**src/rtl/mem_port_arbiter_if.sv**
```systemverilog
// Bus bundle between the I/D requesters, the shared memory port and the arbiter.
// The arbiter takes the slave view; requesters and memory together take the master view.
interface mem_port_arbiter_if;
    logic        IReadEnable;
    logic [31:0] IAddress;
    logic        DReadEnable;
    logic [3:0]  DWriteEnable;
    logic [31:0] DAddress;
    logic [31:0] DWriteData;
    logic [31:0] MReadData;
    logic        MReady;
    logic [31:0] MAddress;
    logic [31:0] MWriteData;
    logic        MReadEnable;
    logic [3:0]  MWriteEnable;
    logic [31:0] IReadData;
    logic [31:0] DReadData;
    logic        IReady;
    logic        DReady;
    logic        IBusErr;
    logic        DBusErr;

    modport master (
        output IReadEnable, IAddress,
        output DReadEnable, DWriteEnable, DAddress, DWriteData,
        output MReadData, MReady,
        input  MAddress, MWriteData, MReadEnable, MWriteEnable,
        input  IReadData, DReadData, IReady, DReady,
        input  IBusErr, DBusErr
    );

    modport slave (
        input  IReadEnable, IAddress,
        input  DReadEnable, DWriteEnable, DAddress, DWriteData,
        input  MReadData, MReady,
        output MAddress, MWriteData, MReadEnable, MWriteEnable,
        output IReadData, DReadData, IReady, DReady,
        output IBusErr, DBusErr
    );
endinterface

```
**src/rtl/mem_port_arbiter.sv**
```systemverilog
// Shares one memory port between instruction fetch (I) and data (D).
// Requests are latched at grant, held until MReady, and aborted by a watchdog.
module mem_port_arbiter #(
    parameter int TIMEOUT_CYCLES = 255
) (
    input  logic               clock,
    input  logic               reset,
    mem_port_arbiter_if.slave  bus
);
    typedef enum logic [1:0] {
        IDLE  = 2'd0,
        GNT_I = 2'd1,
        GNT_D = 2'd2
    } state_t;

    localparam logic [7:0] CNT_LAST = 8'(TIMEOUT_CYCLES - 1);

    state_t      state;
    state_t      state_next;
    logic        prio;
    logic [7:0]  cnt;
    logic        i_req;
    logic        d_req;
    logic        grant_i;
    logic        grant_d;
    logic        timeout;
    logic        done;

    assign i_req = bus.IReadEnable;
    assign d_req = bus.DReadEnable | (|bus.DWriteEnable);

    assign bus.IReadData = bus.MReadData;
    assign bus.DReadData = bus.MReadData;

    always_ff @(posedge clock) begin
        if (reset) begin
            state <= IDLE;
        end else begin
            state <= state_next;
        end
    end

    always_comb begin
        state_next = state;
        grant_i    = 1'b0;
        grant_d    = 1'b0;
        unique case (state)
            IDLE: begin
                // prio=1 means D won last tie, so I goes first now
                if (d_req && (!i_req || !prio)) begin
                    state_next = GNT_D;
                    grant_d    = 1'b1;
                end else if (i_req) begin
                    state_next = GNT_I;
                    grant_i    = 1'b1;
                end
            end
            GNT_I, GNT_D: begin
                if (done) begin
                    state_next = IDLE;
                end
            end
            default: state_next = IDLE;
        endcase
    end

    always_comb begin
        timeout     = 1'b0;
        done        = 1'b0;
        if (state != IDLE) begin
            timeout = !bus.MReady && (cnt == CNT_LAST);
            done    = bus.MReady || timeout;
        end
        bus.IReady  = (state == GNT_I) && done;
        bus.DReady  = (state == GNT_D) && done;
        bus.IBusErr = (state == GNT_I) && timeout;
        bus.DBusErr = (state == GNT_D) && timeout;
    end

    always_ff @(posedge clock) begin
        if (reset) begin
            prio             <= 1'b0;
            cnt              <= 8'd0;
            bus.MAddress     <= 32'd0;
            bus.MWriteData   <= 32'd0;
            bus.MReadEnable  <= 1'b0;
            bus.MWriteEnable <= 4'd0;
        end else begin
            if (state == IDLE) begin
                cnt <= 8'd0;
            end else if (!bus.MReady) begin
                cnt <= cnt + 8'd1;
            end

            if (grant_i) begin
                prio             <= 1'b0;
                bus.MAddress     <= bus.IAddress;
                bus.MWriteData   <= 32'd0;
                bus.MReadEnable  <= 1'b1;
                bus.MWriteEnable <= 4'd0;
            end else if (grant_d) begin
                prio             <= 1'b1;
                bus.MAddress     <= bus.DAddress;
                bus.MWriteData   <= bus.DWriteData;
                bus.MReadEnable  <= bus.DReadEnable;
                bus.MWriteEnable <= bus.DWriteEnable;
            end else if (done) begin
                bus.MReadEnable  <= 1'b0;
                bus.MWriteEnable <= 4'd0;
            end
        end
    end
endmodule

```
**src/flat_wrapper.sv**
```systemverilog
// flat-port wrapper written by rule: the top's interface ports become plain ports
module mem_port_arbiter_flat 
#(
    parameter int TIMEOUT_CYCLES = 255
)
  (clock, reset, bus_IReadEnable, bus_IAddress, bus_DReadEnable, bus_DWriteEnable, bus_DAddress, bus_DWriteData, bus_MReadData, bus_MReady, bus_MAddress, bus_MWriteData, bus_MReadEnable, bus_MWriteEnable, bus_IReadData, bus_DReadData, bus_IReady, bus_DReady, bus_IBusErr, bus_DBusErr);
  mem_port_arbiter_if bus_i ();
  input  logic clock;
  input  logic reset;
  input wire logic [$bits(bus_i.IReadEnable)-1:0] bus_IReadEnable;
  input wire logic [$bits(bus_i.IAddress)-1:0] bus_IAddress;
  input wire logic [$bits(bus_i.DReadEnable)-1:0] bus_DReadEnable;
  input wire logic [$bits(bus_i.DWriteEnable)-1:0] bus_DWriteEnable;
  input wire logic [$bits(bus_i.DAddress)-1:0] bus_DAddress;
  input wire logic [$bits(bus_i.DWriteData)-1:0] bus_DWriteData;
  input wire logic [$bits(bus_i.MReadData)-1:0] bus_MReadData;
  input wire logic [$bits(bus_i.MReady)-1:0] bus_MReady;
  output wire logic [$bits(bus_i.MAddress)-1:0] bus_MAddress;
  output wire logic [$bits(bus_i.MWriteData)-1:0] bus_MWriteData;
  output wire logic [$bits(bus_i.MReadEnable)-1:0] bus_MReadEnable;
  output wire logic [$bits(bus_i.MWriteEnable)-1:0] bus_MWriteEnable;
  output wire logic [$bits(bus_i.IReadData)-1:0] bus_IReadData;
  output wire logic [$bits(bus_i.DReadData)-1:0] bus_DReadData;
  output wire logic [$bits(bus_i.IReady)-1:0] bus_IReady;
  output wire logic [$bits(bus_i.DReady)-1:0] bus_DReady;
  output wire logic [$bits(bus_i.IBusErr)-1:0] bus_IBusErr;
  output wire logic [$bits(bus_i.DBusErr)-1:0] bus_DBusErr;
  assign bus_i.IReadEnable = bus_IReadEnable;
  assign bus_i.IAddress = bus_IAddress;
  assign bus_i.DReadEnable = bus_DReadEnable;
  assign bus_i.DWriteEnable = bus_DWriteEnable;
  assign bus_i.DAddress = bus_DAddress;
  assign bus_i.DWriteData = bus_DWriteData;
  assign bus_i.MReadData = bus_MReadData;
  assign bus_i.MReady = bus_MReady;
  assign bus_MAddress = bus_i.MAddress;
  assign bus_MWriteData = bus_i.MWriteData;
  assign bus_MReadEnable = bus_i.MReadEnable;
  assign bus_MWriteEnable = bus_i.MWriteEnable;
  assign bus_IReadData = bus_i.IReadData;
  assign bus_DReadData = bus_i.DReadData;
  assign bus_IReady = bus_i.IReady;
  assign bus_DReady = bus_i.DReady;
  assign bus_IBusErr = bus_i.IBusErr;
  assign bus_DBusErr = bus_i.DBusErr;
  mem_port_arbiter #(.TIMEOUT_CYCLES(TIMEOUT_CYCLES)) u_core (.clock(clock), .reset(reset), .bus(bus_i));
endmodule
```
**config.mk**
```make
export PLATFORM = sky130hd
export DESIGN_NAME = mem_port_arbiter_flat
export DESIGN_NICKNAME = d
export VERILOG_FILES = /design/src/rtl/mem_port_arbiter_if.sv /design/src/rtl/mem_port_arbiter.sv /design/src/flat_wrapper.sv
export SDC_FILE = /design/constraint.sdc
export NUM_CORES = 1
export LEC_CHECK = 0
export ABC_AREA = 1
export BUFFER_PORTS_ARGS = -buffer_cell sky130_fd_sc_hd__buf_4
export CORE_UTILIZATION = 38
export CTS_CLUSTER_SIZE = 10
export DETAILED_ROUTE_END_ITERATION = 16
export PLACE_DENSITY = 0.77
export SYNTH_ARGS = -nofsm -noshare
export SYNTH_HDL_FRONTEND = slang
export SYNTH_SLANG_ARGS = --single-unit
```
**constraint.sdc**
```tcl
create_clock -name clock -period 1.6 [get_ports clock]
set_clock_uncertainty 0.1 [all_clocks]
set_input_delay 0.08 -clock clock [delete_from_list [all_inputs] [get_ports clock]]
set_output_delay 0.08 -clock clock [all_outputs]
set_load 0.02 [all_outputs]
```
==> results of run 1 <==
-- cells in the mapped netlist --
| cell type | number | area [um^2] |
|---|---|---|
| and3_1 | 1 | 6.26 |
| buf_2 | 7 | 35.0 |
| inv_2 | 18 | 67.6 |
| nand2_4 | 2 | 22.5 |
| nand3_1 | 38 | 190 |
| nor3b_1 | 1 | 7.51 |
| nor3_1 | 1 | 5.00 |
| inv_1 | 30 | 113 |
| clkbuf_1 | 22 | 82.6 |
| nand4_1 | 34 | 213 |
| a31oi_1 | 1 | 6.26 |
| a21oi_2 | 30 | 263 |
| nor2_1 | 13 | 48.8 |
| a21oi_1 | 47 | 235 |
| or2_1 | 1 | 6.26 |
| o21ai_1 | 3 | 15.0 |
| buf_4 | 64 | 480 |
| dfxtp_1 | 80 | 1600 |
| ha_1 | 5 | 62.6 |
| buf_6 | 5 | 56.3 |
| xor2_1 | 1 | 8.76 |
| nand3_4 | 1 | 17.5 |
| buf_1 | 2 | 7.51 |
| nand3_2 | 2 | 20.0 |
| nand2_1 | 152 | 571 |
| o21ai_0 | 1 | 5.00 |
-- registers in the layout, summed over array words and instances (netlist names) --
register                 cells
u_core.state                 2
u_core.cnt                   8
u_core.prio                  1
u_core.bus.MAddress         32
u_core.bus.MReadEnable       1
u_core.bus.MWriteData       32
u_core.bus.MWriteEnable      4
-- tightest hold or removal path, cell delays in order --
cell and delay (ns):
buf_4 0.11, nand4_1 0.07, nand2_1 0.05, inv_1 0.05
a21oi_1 0.05
-- per-layer routing --
layer  routed length (um)  vias to the layer above  global-route usage, %  share of wire (%)
met5                    0                        -                      0                  0
met3                 1030                       71                   4.97                7.4
met4                  597                        0                   15.6                4.3
li1                     -                     2187                      -                  -
met1                 5140                     2092                   25.0                 37
met2                 7150                      229                   42.2                 51
-- power breakdown --
part           total (mW)  switching, mW  internal (mW)
combinational        3.61           2.01           1.60
sequential           2.56          0.214           2.35
clock                1.41          0.721          0.691
total                7.59           2.95           4.64
-- cells by family after synthesis --
| family | synth area share (%) |
|---|---|
| and+or+nand+nor | 26.7 |
| DFF | 38.6 |
| AOI/OAI and AO/OA | 12.6 |
| xor gates and xnor gates | 0.211 |
| buffers and inverters | 20.3 |
| adders and majority gates | 1.51 |
-- repair_timing --
action / in CTS / in global routing
endpoints found under the hold margin: 73 / 0
setup buffers: 5 / 6
endpoints found under the setup margin: 76 / 72
hold buffers: 98 / 0
gates cloned: 1 / 3
resized for setup: 13 / 31
pin swaps: 7 / 8
-- layout by cell type (no fill, tap or decap), types with 9 or more instances in the layout --
master,count
a21oi_1,47
a21oi_2,30
buf_4,196
clkbuf_8,12
dfxtp_1,72
dlygate4sd3_1,98
inv_1,27
inv_2,19
nand2_1,147
nand3_1,38
nand4_1,34
nor2_1,9
-- area by class of cell --
| type | count | area share, % |
|---|---|---|
| timing repair buffer | 309 | 40.9 |
| multi-input combinational | 334 | 26.6 |
| sequential | 80 | 24.3 |
| inverter | 48 | 2.87 |
| clock buffer | 14 | 2.60 |
| tap | 136 | 2.57 |
| clock inverter | 2 | 0.189 |
-- per-stage QoR --
stage / util (%) / instance area, um^2 / worst slack, ns / std cells / hold slack [ns]
after floorplan: - / 4150 / 0.00308 / 562 / 0.0671
after global placement: 49.4 / 5160 / -0.0305 / 794 / 0.0602
after detailed placement: 49.4 / 5160 / -0.163 / 794 / 0.0602
after CTS: 61.5 / 6440 / -0.109 / 914 / 0.00101
after global routing: 63.4 / 6630 / -0.160 / 923 / 0.0293
final: 63.4 / 6630 / -0.0621 / 923 / 0.0110
-- path summary, 6_finish.rpt --
kind | end | cells after the start
max reg2reg | u_core.bus.MWriteEnable[1]$_SDFFE_PP0P_ | 11
min reg2reg | u_core.bus.MWriteData[31]$_SDFFE_PP0N_ | 2
min | u_core.bus.MAddress[22]$_SDFFE_PP0P_ | 5
max | bus_DReady | 9
==> impl_results.md, run 1 <==
* Status: complete, but fails checks
* Failing checks: setup timing
* First-pass GRT wire length at 21,200 um
* Critical Path RT at 1.42 ns
* CP peak stage delay at 0.33 ns
* Die width at 106 um
* Setup crit end kind: output pin
* Setup WS post-layout at -0.0621 ns
* Critical path class: reg2out
* Worst-margin pin slew at about 0.32 ns
* Final Net Count at ~900
* Period utilization at 104%
* Worst slew margin at 78.6%
* Overflow after GRT at 0
* Number of remaining DRC errors at 0
* Routed wire length at approximately 14,000 um
* Clock sink count at 80
* Post-synthesis sequential area ratio at 38.6%
* FF-to-FF setup slack at about 0.090 ns
* DP Wirelength at 7970 um
* Cells after synthesis at 562
* Crit path max-delay cell type: dfxtp_2
* Fmax at about 600 MHz
* Multi-input logic area at between 1500 and 2000 um^2
* Crit-path cells: inv_2, ha_4, nand2_2, nor2_2, nand2_1, nand2_1, nand2_2, nor2_2, buf_6
* Clock Path Buffers at 2
* Routability cong. at around 0.81
* Register area at about 1600 um^2
* Synthesis Warnings at 0
* Delay-heaviest family, CP: simple AND/OR/NAND/NOR gates
* IO Pins at approximately 270
* Sum Neg Setup Slack at -0.195 ns
* Worst hold path type: in2reg
* Port bufs at 177
* CP bufs+invs at 2
* Final min period at roughly 1.7 ns
* GRT Util Overall at approximately a quarter
* Worst vdd ir at about 0.57 mV
* Setup violators final at 4
* Core area at between 10,000 and 15,000 um^2
* Net count after synthesis at 704
* Clock-pin transition on the worst setup and hold timing paths at 0.08 ns
* Vias post-DR at roughly 4,600
* Antenna-violating nets left at 0
* Hold Startpoint: bus_IAddress[22]
* Worst skew pair latency at ~0.35 ns
* DR pass1 iterations at 5
* Netlist cell types at 26
* Syn avg cell area at 7.38 um^2
* RSZ-0062 raised after global routing: true
* DIE AREA at 11,300 um^2
* Total power at between 7 and 8 mW
* R2R Path Start: u_core.cnt[0]$_SDFFE_PP0N_
* Power per cell area at 1140 nW/um^2
* Worst Setup SP: u_core.cnt[0]$_SDFFE_PP0N_
* Synth Register Bits at 80
* Initial Util at a little under 40%
* Layout cells sized above 1 at between 30% and 40%
* Max-slew violation count at 0
* FP Rows at 37
* Root Buffer Master: clkbuf_8
* H-tree Lvls at 3
* Cell Area, Synth at between 4000 and 5000 um^2
* Vias in the first global route at between 4,000 and 5,000
* Critical Path AT at 1.48 ns
* DR WL/cell at 15.1 um
* Initial antenna violation count at 0
* Chip height at roughly 110 um
* Cts bufs inserted at 9
* Leakage at 3.08 nW
* CP Max Fanout at 3
* Area grow syn2layout at 59.9%
* Largest net degree at the start of global routing at 36
* Crit path launch type: register
* Ant diodes at 0
* CTS tree: done
* Vias per inst at around 5.0
* Final hold vios at 0
* Total of max-cap violations at 0
* Filler instances at around 840
* DR iter-0 viols at roughly 320
Note: power is estimated with default switching activity, not from simulation.
==> inputs of run 2 (changes only) <==
==> constraint.sdc (replaced) <==
create_clock -name clock -period 1.5 [get_ports clock]
set_clock_uncertainty 0.1 [all_clocks]
set_input_delay 0.075 -clock clock [delete_from_list [all_inputs] [get_ports clock]]
set_output_delay 0.075 -clock clock [all_outputs]
set_load 0.02 [all_outputs]
==> impl_results.md, run 2 (synthesis results as in run 1) <==
* DR pass1 iterations at 5
* Initial Util at roughly two fifths
* Final core utilization at 69.3%
* Core area at about 10,000 um^2
* Worst hold stages at 5
* Setup crit end kind: output pin
* Setup violators final at 45
* Clock-pin transition on the worst setup and hold timing paths at roughly 0.08 ns
* Chip height at 106 um
* Routability cong. at between 0.8 and 0.9
* Antenna-violating nets left at 0
* DR WL/cell at ~17 um
* FP Rows at 37
* Critical Path AT at 1.45 ns
* Vias in the first global route at 4,396
* Worst slew margin at between 70% and 80%
* Filler instances at between 700 and 800
* Max-slew violation count at 0
* GRT Util Overall at between 20% and 30%
* H-tree Lvls at 3
* Worst vdd ir at 0.783 mV
* CTS tree: done
* Critical Path RT at around 1.3 ns
* Status: complete, but fails checks
* DP Wirelength at approximately 8300 um
* DR top layer: met4
* IO Pins at 274
* Total of max-cap violations at 0
* Vias post-DR at 4,747
* Worst skew pair latency at ~0.34 ns
* Seq pwr share at 29.7%
* CP Max Fanout at 3
* Failing checks: setup timing
* Cts bufs inserted at 9
* Vias per inst at between 5 and 6
* RSZ-0062 raised after global routing: true
* Metal3 WL at roughly 1100 um
* DR iter-0 viols at between 200 and 300
* Switching Power at 3.60 mW
* Most common cell after layout, fill and taps aside: buf_4
* Clock share of power at a little under a fifth
* Commonest non-fill, non-tap cells in the layout: buf_4, dlygate4sd3_1, nand2_1, dfxtp_1, a21oi_2
* Ant diodes at 0
* Fmax at around 620 MHz
* Worst hold path type: in2reg
* Critical path class: reg2out
* Clock sink count at 80
* Reg2Reg Depth at 8
* Largest net degree at the start of global routing at 34
* Total power at 9.16 mW
* Clock Path Buffers at 2
* Layout cells sized above 1 at ~52%
* Combinational Power Share at around 52%
* Internal Pwr Total at between 5 and 6 mW
* Routed wire length at 15,500 um
* Overflow after GRT at 0
* Port bufs at 177
* R2R Path Start: u_core.state[0]$_SDFFE_PP0P_
* Switch share at about two fifths
* Hold path endpoint: u_core.bus.MAddress[11]$_SDFFE_PP0P_
* Hold Startpoint: bus_IAddress[11]
* Met2 wire length at 8110 um
* Final hold vios at 0
* Top Registers: u_core.bus.MAddress (32), u_core.bus.MWriteData (32), u_core.cnt (8)
* Power per cell area at between 1000 and 1500 nW/um^2
* DIE AREA at ~11,000 um^2
* Initial antenna violation count at 0
* Crit path launch type: register
* Setup WS post-layout at -0.124 ns
* Leakage at 3.27 nW
* FF-to-FF setup slack at -0.10 ns
* Final min period at between 1.5 and 2 ns
* Reg2Reg Capture Point: u_core.bus.MWriteData[28]$_SDFFE_PP0N_
* Period utilization at 108%
* Area grow syn2layout at 74.7%
* Worst-margin pin slew at 0.315 ns
* Wl on met1 at approximately 5700 um
* Root Buffer Master: clkbuf_8
* First-pass GRT wire length at about 21,000 um
* Die width at roughly 110 um
* Final Net Count at between 900 and 1,000
* Number of remaining DRC errors at 0
run 2: power by group through the flow:
stage	Sequential [mW]	Combinational (mW)	Clock (mW)
CTS	2.72	3.54	1.71
finish	2.73	4.78	1.66
global placement	2.75	3.16	0
detailed placement	2.76	3.23	0
floorplan	3.17	1.79	0
global route	2.77	5.07	1.79
run 2: what timing repair did:
action                     in CTS  in global routing
gates cloned                    0                  8
hold buffers                   98                  0
setup buffers                   3                 11
resized for setup              19                158
pin swaps                       7                 51
hold endpoints to repair       73                  0
setup endpoints to repair      47                 75
run 2: critical path, cell delays in order, from the launching register on:
cell     delay [ns]
dfxtp_2        0.33
inv_2          0.07
ha_4           0.12
nand2_2        0.05
nor2_2         0.10
nand2_1        0.06
nand2_1        0.07
nand2_2        0.08
nor2_2         0.11
buf_6          0.13
run 2: final cells by class:
class	count	area, um^2	share of cell area [%]
Clock inverter	5	55.1	0.760
Tap cell	136	170	2.35
Timing Repair Buffer	320	2930	40.4
Inverter	48	195	2.69
Clock buffer	11	151	2.09
Multi-Input combinational cell	334	2130	29.4
Sequential cell	80	1610	22.3
run 2: worst max-delay path by stage:
stage	cells after the start	to	from	slack, ns
2_1_floorplan	9	u_core.prio$_SDFFE_PP0N_	u_core.state[0]$_SDFFE_PP0P_	0.01
3_3_place_gp	7	u_core.bus.MWriteData[4]$_SDFFE_PP0N_	u_core.state[0]$_SDFFE_PP0P_	0.04
3_5_place_dp	9	u_core.bus.MAddress[17]$_SDFFE_PP0P_	u_core.state[0]$_SDFFE_PP0P_	-0.07
4_1_cts	9	bus_DReady	u_core.cnt[0]$_SDFFE_PP0N_	-0.18
5_1_grt	9	bus_DReady	u_core.cnt[0]$_SDFFE_PP0N_	-0.24
6_report	9	bus_DReady	u_core.cnt[0]$_SDFFE_PP0N_	-0.12
run 2: metrics by stage:
stage               setup TNS (ns)  instances  area (um^2)  hold WS, ns  worst slack (ns)
floorplan                        0        562         4180       0.0621            0.0110
global placement                 0        800         5210       0.0502            0.0354
detailed placement          -0.653        800         5210       0.0502           -0.0653
CTS                         -0.708        917         6480      0.00264            -0.183
global route                 -6.52        934         7250       0.0294            -0.236
finish                       -2.47        934         7250       0.0367            -0.124
run 2: layer usage:
layer  track usage (%)  vias to the layer above
li1                  -                     2218
met2              43.2                      228
met1              24.0                     2232
met5                 0                        -
met4              12.4                        0
met3              6.25                       69
==> inputs of run 3 (changes only) <==
--- a/config.mk
+++ b/config.mk
@@ -6,11 +6,11 @@
 export NUM_CORES = 1
 export LEC_CHECK = 0
 export ABC_AREA = 1
-export BUFFER_PORTS_ARGS = -buffer_cell sky130_fd_sc_hd__buf_4
-export CORE_UTILIZATION = 38
+export CORE_AREA = 2 2 106 108
 export CTS_CLUSTER_SIZE = 10
 export DETAILED_ROUTE_END_ITERATION = 16
-export PLACE_DENSITY = 0.77
+export DIE_AREA = 0 0 108 110
+export DONT_BUFFER_PORTS = 1
 export SYNTH_ARGS = -nofsm -noshare
 export SYNTH_HDL_FRONTEND = slang
 export SYNTH_SLANG_ARGS = --single-unit
==> impl_results.md, run 3 (synthesis results as in run 1) <==
* Status: complete, but fails checks
* Failing checks: setup timing
* Vias per inst at a little over 5
* Setup WS post-layout at -0.196 ns
* Cts bufs inserted at 9
* DR WL/cell at 19.1 um
* FP Rows at 38
* Placed cell area at between 3000 and 4000 um^2
* Area grow syn2layout at 57.1%
* Leakage at about 2.7 nW
* Total of max-cap violations at 0
* Critical path class: reg2out
* Root Buffer Master: clkbuf_8
* Overflow after GRT at 0
* Setup crit end kind: output pin
* Die width at 108 um
* H-tree Lvls at 3
* DR iter-0 viols at 377
* CP peak stage delay at ~0.35 ns
* Number of remaining DRC errors at 0
* Crit path max-delay cell type: dfxtp_1
* Crit-path cells: nand2_1, nor2_2, buf_4, nand4_1, nor2_1, buf_4
* Layout cells sized above 1 at between 30% and 40%
* RSZ-0062 raised after global routing: true
* Clock sink count at 80
* Vias in the first global route at a little under 4,000
* Period utilization at 113%
* Reg2Reg Depth at 11
* Initial Util at between 30% and 40%
* Core area at approximately 11,000 um^2
* CTS tree: done
* Largest net degree at the start of global routing at 38
* Worst hold path type: in2out
* Max-slew violation count at 0
* IO Pins at 274
* Fmax at 590 MHz
* Final Net Count at 789
* CP Max Fanout at 3
* Worst slew margin at ~80%
* Critical Path AT at ~1.5 ns
* Chip height at ~110 um
* Routability cong. at 0.743
* Routed wire length at around 15,000 um
* First-pass GRT wire length at ~19,000 um
* Worst vdd ir at ~0.81 mV
* Top Registers: u_core.bus.MAddress (32), u_core.bus.MWriteData (32), u_core.cnt (8)
* Antenna-violating nets left at 0
* Crit path launch type: register
* Filler instances at between 800 and 900
* DP Wirelength at between 6000 and 7000 um
* Vias post-DR at approximately 4,000
* Power per cell area at 1500 nW/um^2
* Most common cell after layout, fill and taps aside: nand2_1
* Final instance area at between 6000 and 7000 um^2
* Worst hold stages at 0
* Setup violators final at 76
* Placed cells at 628
* Final hold vios at 0
* DIE AREA at around 12,000 um^2
* Worst-margin pin slew at approximately 0.29 ns
* Ant diodes at 0
* Final min period at 1.70 ns
* Worst skew pair latency at between 0.3 and 0.4 ns
* Most common cell on crit path: buf_4
* Clock Path Buffers at 2
* Clock-pin transition on the worst setup and hold timing paths at 0.07 ns
* Critical Path RT at between 1 and 1.5 ns
* GRT Util Overall at roughly a fifth
* Commonest non-fill, non-tap cells in the layout: nand2_1, dlygate4sd3_1, dfxtp_1, a21oi_2, nand3_1
* Port bufs at 0
* DR pass1 iterations at 4
* Final hold slack at approximately 0.050 ns
* Final Non-Filler Cells at 792
* Initial antenna violation count at 0
[run 3: metal layers]
layer	vias to the layer above	wire (um)	track usage, %
met5	-	0	0
met4	0	401	9.98
met3	44	1300	6.94
met2	233	8000	37.3
met1	1903	5400	21.4
li1	1927	-	-
[run 3: metrics by stage]
stage               power, mW  util [%]  setup TNS [ns]  setup WS [ns]
CTS                      8.44      53.0           -2.15         -0.229
detailed placement       5.26      36.5        -0.00904       -0.00535
floorplan                4.96         -               0         0.0110
global route             10.2      60.9          -13.64         -0.284
global placement         5.20      36.5               0         0.0669
finish                   9.77      60.9           -7.38         -0.196
[run 3: layout make-up]
type,instances,area (um^2),area share (%)
clock inverter,4,75.1,1.15
tap,140,175,2.69
sequential,80,1610,24.7
multi-input combinational,334,2130,32.6
timing repair buffer,174,2170,33.4
clock buffer,12,165,2.54
inverter,48,190,2.92
[run 3: worst max-delay path: cells and delay by family (launching register included)]
family	cells	cell delay, ns
simple gates	4	0.54
flops	1	0.35
buf+inv	2	0.30
[run 3: timing repair]
action	CTS	global route
resized for setup	56	114
hold buffers	105	0
cloned	7	18
pin swaps	19	33
buffers inserted	10	9
endpoints found under the hold margin	79	0
endpoints found under the setup margin	22	82
[run 3: final timing paths]
path / start / to / slack, ns
setup / recovery: u_core.cnt[4]$_SDFFE_PP0N_ / bus_DBusErr / -0.20
setup reg to reg: u_core.state[1]$_SDFFE_PP0P_ / u_core.bus.MAddress[31]$_SDFFE_PP0P_ / -0.15
hold / removal: bus_MReadData[29] / bus_DReadData[29] / 0.05
hold reg to reg: u_core.cnt[5]$_SDFFE_PP0N_ / u_core.cnt[5]$_SDFFE_PP0N_ / 0.39
[run 3: power by group]
group,switching (mW),internal (mW),leakage [nW]
Clock,0.796,1.07,0.115
Combinational,2.25,2.43,1.91
Sequential,0.710,2.51,0.662
